<file path="src/rtl/fb_pkg.sv">
// Shared frame-buffer types and constants for the sprite blitter.
package fb_pkg;
    localparam int SCREEN_W = 640;
    localparam int SCREEN_H = 480;
    localparam int FB_AW    = 19;

    typedef logic [7:0] pixel_t;
    localparam pixel_t TRANSPARENT = 8'h00;

    typedef enum logic [1:0] {IDLE, RUN, DRAIN} state_e;
endpackage

</file>
<file path="src/rtl/blit_addr_gen.sv">
// Row-major pixel walker: column/row counters, ROM pointer, frame row base
// and clip flags, all advanced by increments only.
module blit_addr_gen
    import fb_pkg::*;
#(
    parameter int SCREEN_W = fb_pkg::SCREEN_W,
    parameter int SCREEN_H = fb_pkg::SCREEN_H,
    parameter int ROM_AW   = 16
) (
    input  logic              clk,
    input  logic              reset,
    input  logic              load,
    input  logic              step,
    input  logic [9:0]        x,
    input  logic [9:0]        y,
    input  logic [6:0]        w,
    input  logic [6:0]        h,
    input  logic [ROM_AW-1:0] base,
    output logic [ROM_AW-1:0] rom_addr,
    output logic [FB_AW-1:0]  fb_addr,
    output logic              in_bounds,
    output logic              last
);
    localparam logic [FB_AW-1:0] ROW_STEP = FB_AW'(SCREEN_W);

    logic [6:0]        col_q, col_d, row_q, row_d, w_q, w_d, h_q, h_d;
    logic [ROM_AW-1:0] ptr_q, ptr_d;
    logic [10:0]       x0_q, x0_d, xs_q, xs_d, ys_q, ys_d;
    logic [FB_AW-1:0]  row_base_q, row_base_d, y_base;
    logic              row_end;

    // Constant-coefficient product; only evaluated once per request.
    assign y_base  = FB_AW'(y) * ROW_STEP;
    assign row_end = (col_q == w_q - 7'd1);

    always_comb begin
        col_d      = col_q;
        row_d      = row_q;
        w_d        = w_q;
        h_d        = h_q;
        ptr_d      = ptr_q;
        x0_d       = x0_q;
        xs_d       = xs_q;
        ys_d       = ys_q;
        row_base_d = row_base_q;
        if (load) begin
            col_d      = '0;
            row_d      = '0;
            w_d        = w;
            h_d        = h;
            ptr_d      = base;
            x0_d       = {1'b0, x};
            xs_d       = {1'b0, x};
            ys_d       = {1'b0, y};
            row_base_d = y_base;
        end else if (step) begin
            ptr_d = ptr_q + 1'b1;
            if (row_end) begin
                col_d      = '0;
                row_d      = row_q + 7'd1;
                xs_d       = x0_q;
                ys_d       = ys_q + 11'd1;
                row_base_d = row_base_q + ROW_STEP;
            end else begin
                col_d = col_q + 7'd1;
                xs_d  = xs_q + 11'd1;
            end
        end
    end

    always_ff @(posedge clk) begin
        if (reset) begin
            col_q      <= '0;
            row_q      <= '0;
            w_q        <= '0;
            h_q        <= '0;
            ptr_q      <= '0;
            x0_q       <= '0;
            xs_q       <= '0;
            ys_q       <= '0;
            row_base_q <= '0;
        end else begin
            col_q      <= col_d;
            row_q      <= row_d;
            w_q        <= w_d;
            h_q        <= h_d;
            ptr_q      <= ptr_d;
            x0_q       <= x0_d;
            xs_q       <= xs_d;
            ys_q       <= ys_d;
            row_base_q <= row_base_d;
        end
    end

    // 11-bit screen coordinates so off-screen sprites never wrap back on.
    assign rom_addr  = ptr_q;
    assign fb_addr   = row_base_q + FB_AW'(xs_q);
    assign in_bounds = (xs_q < 11'(SCREEN_W)) && (ys_q < 11'(SCREEN_H));
    assign last      = row_end && (row_q == h_q - 7'd1);
endmodule

</file>
<file path="src/rtl/sprite_blitter.sv">
// Sprite/fill blitter: request FSM plus one-stage write pipeline aligned to
// the one-cycle ROM read latency.
module sprite_blitter
    import fb_pkg::*;
#(
    parameter int SCREEN_W = fb_pkg::SCREEN_W,
    parameter int SCREEN_H = fb_pkg::SCREEN_H,
    parameter int ROM_AW   = 16
) (
    input  logic              Clk,
    input  logic              Reset,
    input  logic              req_valid,
    output logic              req_ready,
    input  logic [9:0]        req_x,
    input  logic [9:0]        req_y,
    input  logic [6:0]        req_w,
    input  logic [6:0]        req_h,
    input  logic [ROM_AW-1:0] req_base,
    input  logic              req_fill,
    input  logic [7:0]        req_color,
    output logic [ROM_AW-1:0] rom_addr,
    input  logic [7:0]        rom_data,
    output logic              WE,
    output logic [FB_AW-1:0]  frame_write_addr,
    output logic [7:0]        frame_data_in,
    output logic              busy,
    output logic              done
);
    state_e           state_q, state_d;
    logic             fill_q, fill_d, done_q, done_d, vld_q, vld_d;
    pixel_t           color_q, color_d;
    logic [FB_AW-1:0] wa_q, wa_d, fb_addr;
    logic             accept, empty, step, in_bounds, last;

    assign accept = (state_q == IDLE) && req_valid;
    assign empty  = (req_w == 7'd0) || (req_h == 7'd0);
    assign step   = (state_q == RUN);

    blit_addr_gen #(
        .SCREEN_W (SCREEN_W),
        .SCREEN_H (SCREEN_H),
        .ROM_AW   (ROM_AW)
    ) u_addr_gen (
        .clk       (Clk),
        .reset     (Reset),
        .load      (accept),
        .step      (step),
        .x         (req_x),
        .y         (req_y),
        .w         (req_w),
        .h         (req_h),
        .base      (req_base),
        .rom_addr  (rom_addr),
        .fb_addr   (fb_addr),
        .in_bounds (in_bounds),
        .last      (last)
    );

    always_comb begin
        state_d = state_q;
        done_d  = 1'b0;
        case (state_q)
            IDLE:  if (accept) begin
                       state_d = empty ? IDLE : RUN;
                       done_d  = empty;
                   end
            RUN:   if (last) state_d = DRAIN;
            DRAIN: begin
                       state_d = IDLE;
                       done_d  = 1'b1;
                   end
            default: state_d = IDLE;
        endcase
        fill_d  = accept ? req_fill  : fill_q;
        color_d = accept ? req_color : color_q;
        vld_d   = step && in_bounds;
        wa_d    = step ? fb_addr : wa_q;
    end

    always_ff @(posedge Clk) begin
        if (Reset) begin
            state_q <= IDLE;
            done_q  <= 1'b0;
            fill_q  <= 1'b0;
            color_q <= '0;
            vld_q   <= 1'b0;
            wa_q    <= '0;
        end else begin
            state_q <= state_d;
            done_q  <= done_d;
            fill_q  <= fill_d;
            color_q <= color_d;
            vld_q   <= vld_d;
            wa_q    <= wa_d;
        end
    end

    // ROM data arrives in the same cycle as the staged pixel, so the
    // transparency test is the only combinational term on the write strobe.
    assign WE               = vld_q && (fill_q || rom_data != TRANSPARENT);
    assign frame_data_in    = vld_q ? (fill_q ? color_q : rom_data) : '0;
    assign frame_write_addr = wa_q;
    assign req_ready        = (state_q == IDLE);
    assign busy             = (state_q != IDLE);
    assign done             = done_q;
endmodule

</file>
<file path="config.mk">
export PLATFORM = sky130hd
export DESIGN_NAME = sprite_blitter
export DESIGN_NICKNAME = d
export VERILOG_FILES = /design/src/rtl/fb_pkg.sv /design/src/rtl/blit_addr_gen.sv /design/src/rtl/sprite_blitter.sv
export SDC_FILE = /design/constraint.sdc
export NUM_CORES = 1
export LEC_CHECK = 0
export BUFFER_PORTS_ARGS = -buffer_cell sky130_fd_sc_hd__clkbuf_2
export CAP_MARGIN = 20
export CORE_AREA = 8 8 147 149
export DETAILED_ROUTE_END_ITERATION = 6
export DIE_AREA = 0 0 155 157
export PLACE_DENSITY = 0.66
export SLEW_MARGIN = 15
export SYNTH_ARGS = -nofsm -noshare
export SYNTH_HDL_FRONTEND = slang
export SYNTH_SLANG_ARGS = --single-unit
</file>
<file path="constraint.sdc">
create_clock -name Clk -period 2.4 [get_ports Clk]
set_input_delay 0.24 -clock Clk [delete_from_list [all_inputs] [get_ports Clk]]
set_output_delay 0.24 -clock Clk [all_outputs]
set_load 0.01 [all_outputs]
</file>
# --- Word level (Yosys, flattened, before mapping) ---
# Cells that the tools add are included.
classes:
  addsub: 9
  n_reduce_logical: 18
  eq_ne: 6
  n_mux: 20
  n_lt_le_gt_ge: 2
  n_mul: 1
ops:
  columns: ["cell", "n"]
  rows:
  - ["$mux 19", 3]
  - ["$mux 10", 5]
  - ["$mux 16", 2]
  - ["$add 11x1->11 const B", 2]
  - ["$add 19x10->19 const B", 1]
  - ["$add 19x11->19", 1]
  - ["$add 16x1->16 const B", 1]
  - ["$mux 8", 2]
  - ["$add 7x1->7 const B", 2]
  - ["$eq 7x7->1", 2]
  - ["$logic_not 7->1", 2]
  - ["$sub 7x1->7 const B", 2]
  - ["$mul 10x3->12 const B", 1]
  - ["$lt 11x10->1 const B", 1]
  - ["$lt 11x9->1 const B", 1]
  - ["$mux 11", 1]
  - ["$reduce_bool 8->1", 1]
  - ["$mux 7", 1]
  - ["$reduce_and 2->1", 3]
  - ["$reduce_bool 2->1", 3]
  - ["$logic_and 1x1->1", 5]
  - ["$mux 2", 2]
  - ["$ne 2x1->1 const B", 2]
  - ["$pmux 2 s2", 1]
  - ["other kinds (7)", 9]
word_totals:
  output_inout_bits: 47
  inputBits: 70
  regBits: 127
  wordCells: 74

# --- Longest topological paths before layout ---
depth:
  word_depth: 5
  depth_mapped: 10
  depth_no_buf: 9

# --- Cells and area by module ---
# A second synthesis with hierarchy kept.
hier_totals:
  hier_cells: 791
  area_unflattened_um2: 6512.5
by_module_without_submodules:
  columns: ["mod", "area_each_um2", "cells_per_inst", "instances", "seq_area_each_um2"]
  rows:
  - ["blit_addr_gen", 5221.3, 626, 1, 1761.7]
  - ["sprite_blitter", 1291.2, 165, 1, 640.6]

# --- Worst setup path after synthesis ---
# Ideal clock, no wire load.
synth_timing:
  path_type: "input-to-reg"
  start: "in req_y[1]"
  end: "reg u_addr_gen.row_base_q[18]"
  setup_time_ps: 134
  arrival_time_ps: 2172
  slack_ps: 94
  n_path_buf: 0
  required_time_ps: 2266
  cell_stages: 9
  cell_sequence: "ha_1 ha_1 fa_1 a21oi_1 o21ai_0 a2111o_1 a211o_1 nand3b_1 a21oi_1"
synth_between:
  elab_chain_len: 2
synth_rtl:
  columns: ["item", "line", "rtl"]
  rows:
  - ["from (decl)", "sprite_blitter.sv:15", "input logic [9:0] req_y,"]
  - ["$mul 10x3->12", "blit_addr_gen.sv:33", "assign y_base = FB_AW'(y) * ROW_STEP;"]
  - ["$mux 19", "blit_addr_gen.sv:46", "if (load) begin"]
  - ["to (signal assigned)", "blit_addr_gen.sv:91", "row_base_q <= row_base_d;"]
  - ["to (decl)", "blit_addr_gen.sv:29", "logic [FB_AW-1:0] row_base_q, row_base_d, y_base;"]
# No other way between the ends.
# A chain may end at the register's enable or synchronous reset.

# --- Final worst setup path ---
layout_timing:
  start: "reg u_addr_gen.w_q[1]"
  end: "reg u_addr_gen.ys_q[6]"
layout_between:
  elab_chain_len: 4
layout_rtl:
  columns: ["item", "line", "rtl"]
  rows:
  - ["from (decl)", "blit_addr_gen.sv:26", "logic [6:0] col_q, col_d, row_q, row_d, w_q, w_d, h_q, h_d;"]
  - ["from (signal assigned)", "blit_addr_gen.sv:85", "w_q <= w_d;"]
  - ["$sub 7x1->7", "blit_addr_gen.sv:34", "assign row_end = (col_q == w_q - 7'd1);"]
  - ["$eq 7x7->1", "blit_addr_gen.sv:34", null]
  - ["$reduce_bool 2->1 (no line)", null, null]
  - ["$reduce_and 2->1 (no line)", null, null]
  - ["to (signal assigned)", "blit_addr_gen.sv:90", "ys_q <= ys_d;"]
  - ["to (decl)", "blit_addr_gen.sv:28", "logic [10:0] x0_q, x0_d, xs_q, xs_d, ys_q, ys_d;"]
# No other way between the ends.

==> summary by stage <==
Global routing
The overall track demand over capacity in global routing is 14.8%. The remaining global-route overflow is 0. The first global-routing pass estimated 29200 microns of wire. Entering global routing, the biggest net connects 85 pins. The number of global-route vias before repair came to 5960. The initial antenna violation count was 0.

Logic synthesis
For this run, the number of Yosys warnings is 0. By area the synthesized netlist is led by dfxtp_1 (37%), nand2_1 (6.9%), xnor2_1 (6.4%). The most frequent cell after synthesis is nand2_1. In the synthesized netlist the dominant register cell turns out to be dfxtp_1. Synthesis inferred 120 register bits. Synthesis produced a netlist whose cell count is 817.

The average instance area after synthesis is 8.05 sq um. Of all cell types, the one taking the most synthesized area is dfxtp_1. The share of Yosys cell area claimed by the top area cell type is 36.5%. Counting distinct cell types in the post-synthesis netlist gives 60. Synthesis produced a netlist with a net count of 917. After synthesis the cells add up to 0.00657 sq mm. The number of enable flip-flop cells after synthesis is 0. For this run, asynchronously set or reset flops after synthesis account for 0%. Sequential cells were found to cover 36.5% of the synthesized design area. By count the netlist is led by nand2_1 (121), dfxtp_1 (120), nor2_1 (90), a21oi_1 (68), xnor2_1 (48).

Placed design
The instance area at placement is 0.00756 sq mm. The count of placed standard cells including taps is 1178. The count of port buffers added during placement is 116. Once detailed placement completed, the half-perimeter wirelength came to 13100 microns. Before CTS, the worst setup slack after placement is -123 ps. At the end of routability-driven placement, the weighted congestion stood at 0.842.

STA
Setup repair after global routing left no endpoint under its margin. The count of final setup violators is 0. Hold timing on the final database bottoms out at a slack of 46.1 ps.

The routed design could run at a clock period as short as 2190 ps. The worst clock skew on the final layout is 6.96 ps. The transition time of the tightest slew-check pin is 572 ps.

The number of hold violations in the final report is 0. The relative max-transition margin is 61.4%. The worst path uses 91.3% of the clock period.

The highest clock frequency the design can meet is 456 MHz. The number of slew-limit violations in the final report is 0. Once routing completed, OpenROAD measured the worst setup slack at 208 ps.

CTS
The buffer cell driving the clock tree root is clkbuf_16. The H-tree generated during clock tree synthesis spans 4 levels. Clock-pin slew was measured on the worst setup and hold paths at 60 ps. The clock passes through at most 2 buffers. TritonCTS built the clock tree. Buffers inserted during clock tree synthesis total 17. The clock reaches the later pin of the worst-skew pair after 420 ps. The tree built by TritonCTS fans out to 120 sinks.

Detailed routing
The count of nets left with antenna violations once routing finished came out at 0. Summed over all layers, the routed wires come to 18000 microns. The total via count after detailed routing is 6182. The remaining design rule violation count is 0.

The detailed router finished its first iteration with 407 violations. In the routed layout, each cell is associated on average with a via count of 5.11. The first detailed-routing pass took 7 iterations. After detailed routing, the average wire length per cell comes to 14.9 microns.

Floorplan
From bottom edge to top edge, the die measures 157 microns. The floorplan step defined a die boundary enclosing 0.0243 sq mm. 117 I/O pins were placed.

The placeable core area is 0.0192 sq mm. Once the floorplan was initialized, standard cells occupied 34.2% of the core. The floorplan has 51 rows. In this run the horizontal extent of the chip is 155 microns.

Flow run
The number of maximum-capacitance constraint violations is 0.

Power and ir drop
The total power density per cell area is 726 mW/mm^2. The worst supply voltage drop on vdd is 493 uV. The total chip power is 0.00595 W. In this run the static leakage power is 3.21 nW.

Worst setup path
The nature of the critical path startpoint is a register. The worst setup path is captured at a register. The highest net fanout along the worst path is 21. The worst setup path is of the register to register kind. Data arrives at the worst endpoint at 2520 ps. STA puts the critical path data required time at 2730 ps.

Cells and area
The share of final-layout standard cells stronger than drive strength 1 is 20.8%. The number of nets in the final layout is 1032. The count of cells in the finished layout, fillers not included, comes to 1210. Relative to the synthesized area, the layout overhead comes to 24.6%.

The number of antenna diodes in the final layout is 0. The post-route standard cell area excluding fillers is 0.00819 sq mm.

Status
The run finished with clean final reports.

Min path
The type of the tightest min-delay check is input pin to register.
[final timing paths]
check	to	start	cells after the start	slack [ps]
setup reg to reg	u_addr_gen.ys_q[6]	u_addr_gen.w_q[1]	9	210
setup / recovery	u_addr_gen.ys_q[6]	u_addr_gen.w_q[1]	9	210
hold / removal	fill_q	req_fill	3	50
hold reg to reg	frame_write_addr[10]	frame_write_addr[10]	2	450
[power breakdown]
part	internal (W)	switching [W]	total, W
sequential	0.00214	0.000153	0.00229
combinational	0.000440	0.000599	0.00104
clock	0.00168	0.000934	0.00262
[layout make-up]
cell class,count,area (sq um)
clock buffers,21,460
clock inverters,11,146
fillers,1958,11000
inverters,15,56.3
multi-input cells,634,3960
flip-flops and latches,120,2400
well taps,265,332
repair buffers,144,835
[through the flow]
stage | util (%) | TNS, ps
floorplan | - | 0
global placement | 39.3 | -112
detailed placement | 39.3 | -123
CTS | 42.5 | 0
global route | 42.6 | 0
finish | 42.6 | 0
[flip-flops by register name, summed over array words and instances (netlist names), 8 cells and up]
signal,flops
u_addr_gen.row_base_q,12
color_q,8
frame_write_addr,19
u_addr_gen.x0_q,10
u_addr_gen.ys_q,11
u_addr_gen.rom_addr,16
u_addr_gen.xs_q,11
[cell usage in the layout (no fill, tap or decap), drive strengths merged, types with 19 or more instances in the layout]
cell    Yosys  routed
nor2       90      90
xnor2      48      48
nand3      19      19
buf        15      29
dfxtp     120     120
a21oi      68      68
ha         28      28
nor3       29      29
nor4       20      20
o21ai      31      31
xor2       19      19
clkbuf     33     136
nand2     121     121
a211oi     25      25
[routing by layer]
metal  part of all wire (%)  GRT usage, %  wire length (microns)  vias up
met3                    4.6          3.70                    832       24
met5                      0             0                      0        -
met2                     46          24.0                   8370      139
met1                     47          18.6                   8490     2868
met4                    1.8          5.69                    320        0
li1                       -             -                      -     3151
[critical path, cell delays in order (launching register included)]
cell	delay (ps)
dfxtp_1	370
inv_1	60
ha_1	280
xnor2_1	130
nor2_1	140
o2111ai_2	180
buf_6	230
nor4_1	360
xnor2_1	110
a211oi_1	250
[logic make-up after synthesis]
logic type               synth area share, %
flip-flops                              36.5
multiplexers                            2.17
XOR/XNOR                                8.93
AO/OA/AOI/OAI                           18.8
buffers and inverters                   3.90
adder cells (fa/ha/maj)                 5.94
AND/OR/NAND/NOR                         23.7
[timing repair]
action / in CTS / in global routing
buffers inserted: 0 / 0
hold buffers: 0 / 0
gates resized for setup: 0 / 5
endpoints found under the setup margin: 0 / 8
endpoints found under the hold margin: 0 / 0
Note: power is estimated with default switching activity, not from simulation.
